File: config.mk
export PLATFORM = sky130hd
export DESIGN_NAME = rv_if_stage
export DESIGN_NICKNAME = d
export VERILOG_FILES = /design/src/rtl/rv_if_stage.sv
export SDC_FILE = /design/constraint.sdc
export NUM_CORES = 1
export LEC_CHECK = 0
export BUFFER_PORTS_ARGS = -buffer_cell sky130_fd_sc_hd__buf_2
export CORE_MARGIN = 1.5
export CORE_UTILIZATION = 51
export CTS_CLUSTER_SIZE = 12
export DETAILED_ROUTE_END_ITERATION = 16
export PLACE_DENSITY = 0.81
export RECOVER_POWER = 25
export SETUP_SLACK_MARGIN = 0.02
export SLEW_MARGIN = 20
export SYNTH_ARGS = -nofsm -noshare
export SYNTH_HDL_FRONTEND = slang
export SYNTH_SLANG_ARGS = --single-unit
export TNS_END_PERCENT = 5
File: constraint.sdc
create_clock -name i_clk -period 3.1 [get_ports i_clk]
set_input_delay 0.62 -clock i_clk [delete_from_list [all_inputs] [get_ports i_clk]]
set_output_delay 0.62 -clock i_clk [all_outputs]
set_load 0.01 [all_outputs]
File: src/rtl/rv_if_stage.sv
// rv32i instruction-fetch stage: fetch PC, imem address and the IF/ID pipeline register.
// Redirects from EX flush IF/ID and take priority over the hazard-unit stall.
module rv_if_stage #(
  parameter logic [31:0] RESET_PC  = 32'h0000_0000,
  parameter logic [31:0] NOP_INSTR = 32'h0000_0013
) (
  input  logic        i_clk,
  input  logic        i_rst,
  input  logic        i_if_stall,
  input  logic        i_if_redirect,
  input  logic [31:0] i_if_redirect_pc,
  output logic [31:0] o_if_imem_addr,
  input  logic [31:0] i_if_imem_rdata,
  output logic [31:0] o_if_pc_id,
  output logic [31:0] o_if_pc4_id,
  output logic [31:0] o_if_instr_id,
  output logic        o_if_valid_id,
  output logic [15:0] o_if_flush_cnt
);

  localparam int unsigned XLEN  = 32;
  localparam int unsigned CNT_W = 16;

  logic [XLEN-1:0] pc_f;
  logic [XLEN-1:0] pc_f_plus4;

  assign pc_f_plus4     = pc_f + XLEN'(4);
  assign o_if_imem_addr = pc_f;

  // Fetch PC: redirect > stall > sequential
  always_ff @(posedge i_clk) begin
    if (i_rst) begin
      pc_f <= RESET_PC;
    end else if (i_if_redirect) begin
      pc_f <= {i_if_redirect_pc[XLEN-1:2], 2'b00};
    end else if (!i_if_stall) begin
      pc_f <= pc_f_plus4;
    end
  end

  // IF/ID register; a flush loads a bubble so imem data never reaches ID
  always_ff @(posedge i_clk) begin
    if (i_rst) begin
      o_if_pc_id    <= '0;
      o_if_pc4_id   <= '0;
      o_if_instr_id <= NOP_INSTR;
      o_if_valid_id <= 1'b0;
    end else if (i_if_redirect) begin
      o_if_pc_id    <= pc_f;
      o_if_pc4_id   <= pc_f_plus4;
      o_if_instr_id <= NOP_INSTR;
      o_if_valid_id <= 1'b0;
    end else if (!i_if_stall) begin
      o_if_pc_id    <= pc_f;
      o_if_pc4_id   <= pc_f_plus4;
      o_if_instr_id <= i_if_imem_rdata;
      o_if_valid_id <= 1'b1;
    end
  end

  // Saturating redirect-flush counter
  always_ff @(posedge i_clk) begin
    if (i_rst) begin
      o_if_flush_cnt <= '0;
    end else if (i_if_redirect && (o_if_flush_cnt != {CNT_W{1'b1}})) begin
      o_if_flush_cnt <= o_if_flush_cnt + CNT_W'(1);
    end
  end

endmodule
# Yosys cells after proc, flatten, opt, wreduce, memory -nomap -nowiden
# Cells that the tools add are included.
# W data, S select, Z words.
[op_classes]
addsub = 2
eq_ne = 2
mux = 6
n_reduce_logical = 2
[ops]
columns = ["op", "n"]
rows = [
  ["$mux W32", 6],
  ["$add A32 B3 Y32 const B", 1],
  ["$add A16 B1 Y16 const B", 1],
  ["$ne A16 B16 Y1 const B", 1],
  ["$ne A2 B1 Y1 const B", 1],
  ["$reduce_or A2 Y1", 1],
  ["$logic_and A1 B1 Y1", 1],
]
[word_totals]
register_bits = 145
input_bits = 68
out_inout_bits = 145
wordCells = 19

# Logic depth before layout (Yosys ltp)
[depth]
ltp_word = 3
ltp_mapped = 7
depth_no_buf = 5

# Worst setup path before layout
# No wires, ideal clock.
[synth_timing]
path_kind = "register to register"
startpoint = "register pc_f[2], in the netlist o_if_imem_addr[2]"
endpoint = "register pc_f[24], in the netlist o_if_imem_addr[24]"
setup_ps = 122
t_arrival_ps = 2145
required_time_ps = 2978
path_slack_ps = 833
stages_incl_launch_ff = 7
path_buffers = 1
period_less_slack_ps = 2267
path_cell_list = "dfxtp_1 ha_1 nand4_1 buf_2 nor4_2 a2111oi_0 a311o_1"
[synth_between]
elab_chain_len = 3
[synth_lines]
columns = ["element", "line", "source"]
rows = [
  ["from (decl)", "24", "logic [XLEN-1:0] pc_f;"],
  ["from (signal assigned)", "35", "pc_f <= {i_if_redirect_pc[XLEN-1:2], 2'b00};"],
  ["from (signal assigned)", "37", "pc_f <= pc_f_plus4;"],
  ["$add A32 B3 Y32", "27", "assign pc_f_plus4 = pc_f + XLEN'(4);"],
  ["$mux W32", "36", "end else if (!i_if_stall) begin"],
  ["$mux W32", "34", "end else if (i_if_redirect) begin"],
]
# Every way passes these cells. The select of a mux whose other input is x is not followed.
# A chain may end at the register's enable or synchronous reset.

# Worst setup path after layout
[layout_timing]
startpoint = "register pc_f[3], in the netlist o_if_imem_addr[3]"
endpoint = "register pc_f[22], in the netlist o_if_imem_addr[22]"
# Same word-level chain as after synthesis.

==> impl_metrics.yaml <==
grt:
  grt-ovfl-total: 0
  grt_max_degree: 89
  first_global_vias: 5574
  grtUsageTotal_pct: 27.0
  antenna_found_initial: 0
  grt_pass1_wl_um: 27800
die:
  initial_core_util_pct: 52.3
  die_w_um: 114
  num_io_pins: 213
  num_rows: 40
  fp.dieH_um: 114
  die-area_um2: 13000
  core_um2: 12100
timing:
  rsz0062_at_grt: "no"
  fin_skew_ns: 0.00774
  relSlewSlack_pct: -19.9
  fmaxAchievable_ghz: 0.377
  hold_ws_ns: 0.416
  fin_tns_setup_ns: 0
  hold_violations: 0
  fin_crit_sh_pct: 85.6
  maxSlewViolCount: 89
  setup_violations: 0
  fin_crit_ns: 2.65
  worst_pin_slew_ns: 1.80
pwr:
  power_leakage_nw: 3.23
  p_per_area_nw_per_um2: 566
  max-vdd-ir-drop_mv: 0.588
clock_tree:
  hold_buffers: 0
  clkLatencyLatePin_ns: 0.42
  clock_path_buffers: 2
  cts_root_buffer: "clkbuf_16"
  post_cts_resized: 0
  post_cts_buffers: 0
  clock_sinks: 139
  clk_pin_slew_worst_paths_ns: 0.06
  cts_buffers: 17
  cts-htree-levels: 4
  cts_tree: "done"
synth:
  async_flop_share_pct: 0
  synth.distinct_cells: 59
  yosys.area_share.xor_xnor_pct: 2.78
  synth_top_family_by_area: "simple AND/OR/NAND/NOR gates"
  synth-simple-area-share_pct: 23.5
  synthAdderAreaFrac_pct: 0.397
  yosys_warnings: 0
  syn_avg_cell_area_um2: 8.42
  synthesis.area_um2: 6310
  synth_compound_area_share_pct: 16.9
  synth_area_leaders: "dfxtp_1 44%, nand2_1 5.6%, mux2i_1 5.4%, nor2_1 4.5%, a21oi_1 4.0%"
  syn_inst: 749
  synth_edf_count: 0
  synthTopCellsByCount: "139 x dfxtp_1, 94 x nand2_1, 76 x nor2_1"
  synth_ff_type: "dfxtp_1"
  yosys.area.top_type: "dfxtp_1"
  ys_seq_area_share_pct: 44.1
  synth_top_area_share_pct: 44.1
  synthMostInstantiatedCell: "dfxtp_1"
  muxShareOfSynthArea_pct: 6.11
  synth-seq-cells: 139
place:
  place.gp.congestion: 0.861
  dp_hpwl_um: 11700
  io_buffer_count: 204
setup_path:
  critPathArrivalTime_ns: 2.92
  startpoint_type: "register"
  crit_type: "register to register"
  reg2reg_slack_ns: 0.45
  crit_required_ns: 3.37
  end_kind: "register"
  path_max_fanout: 11
  r2r_cells: 6
cells_and_area:
  filler_cell_count: 1084
  area_growth_pct: 25.5
  seqCellArea_um2: 2780
  fin_nets: 992
  antenna_cells: 0
  layout-drive-gt1-share_pct: 23.0
  multi_input_area_um2: 3160
drt:
  vias: 6177
  via_per_inst: 5.60
  wl_um: 17300
  wire_per_inst_um: 15.7
  drt_iter0_drc: 650
  drtAntennaViolNets: 0
  drc: 0
  dr.pass1.iters: 7
min_path:
  hold_depth: 3
  hold_path_class: "input pin to register"
run:
  max_cap_violations: 1
run_status:
  outcome: "finished, violations left"
  violations: "max-capacitance violations, max-slew violations"
==> metrics by stage <==
stage                     total power, W  util, %  setup WS, ns  cells  cell area [um^2]
after global routing             0.00465     65.6         0.286   1103              7920
after detailed placement         0.00247     61.2         0.294   1071              7390
final                            0.00448     65.6         0.448   1103              7920
after floorplan                  0.00227        -         0.833    754              6330
after global placement           0.00246     61.2         0.365   1071              7390
after CTS                        0.00452     66.2         0.513   1103              7990
==> where the power goes <==
part           switching [W]  total (W)  internal, W
logic               0.000268   0.000460     0.000191
clock network       0.000783    0.00205      0.00126
registers          0.0000947    0.00197      0.00188
total                0.00115    0.00448      0.00333
==> worst paths after layout <==
kind                                          from            endpoint
worst max-delay path             o_if_imem_addr[3]  o_if_imem_addr[22]
worst min-delay path            i_if_imem_rdata[4]    o_if_instr_id[4]
worst max register to register   o_if_imem_addr[3]  o_if_imem_addr[22]
worst min register to register      o_if_pc_id[11]      o_if_pc_id[11]
==> cell type report <==
type,instances,share of cell area [%]
Multi-Input combinational cell,524,39.9
Inverter,18,0.854
Clock buffer,17,5.37
Timing Repair Buffer,222,13.8
Clock inverter,15,2.21
Sequential cell,139,35.2
Tap cell,168,2.66
==> sequential cells by signal, summed over array words and instances, names as in the netlist <==
signal and cells:
o_if_pc_id 30, o_if_pc4_id 30, o_if_instr_id 32, o_if_imem_addr 30
o_if_valid_id 1, o_if_flush_cnt 16
==> cells in the final DEF (no fill, tap or decap), drive strengths merged, types with 9 or more instances in the layout <==
cell type and n:
nor2 76, a21oi 51, buf 165, mux2i 34, or4 14, a211oi 16, or3 16, nand2 94
nor3 21, nand4 16, nor4 11, xnor2 15, o21ai 36, clkbuf 74, nand3 9, clkinv 11
inv 18, a31oi 10, a311oi 16, dfxtp 139, and4 9, o31ai 12
==> worst max-delay path: stages (launching register included) <==
cell	delay [ns]
dfxtp_1	0.48
ha_1	0.30
nand4_1	0.43
nor4_2	0.61
buf_4	0.23
a211oi_1	0.06
a2111oi_0	0.38
==> per-layer routing <==
layer  routed length [um]  share of wire, %  GRT usage [%]
met1                 7350                43           34.8
met2                 8340                48           43.4
met3                 1310               7.6           7.73
met4                  271               1.6           9.25
met5                    0                 0              0
==> kinds of logic after synthesis <==
logic type | Yosys count
other cells | 1
compound gates | 165
simple gates | 293
buf+inv | 91
flops | 139
mux | 38
xor+xnor | 20
fa+ha+maj | 2
Power figures use the tool's default switching activity.
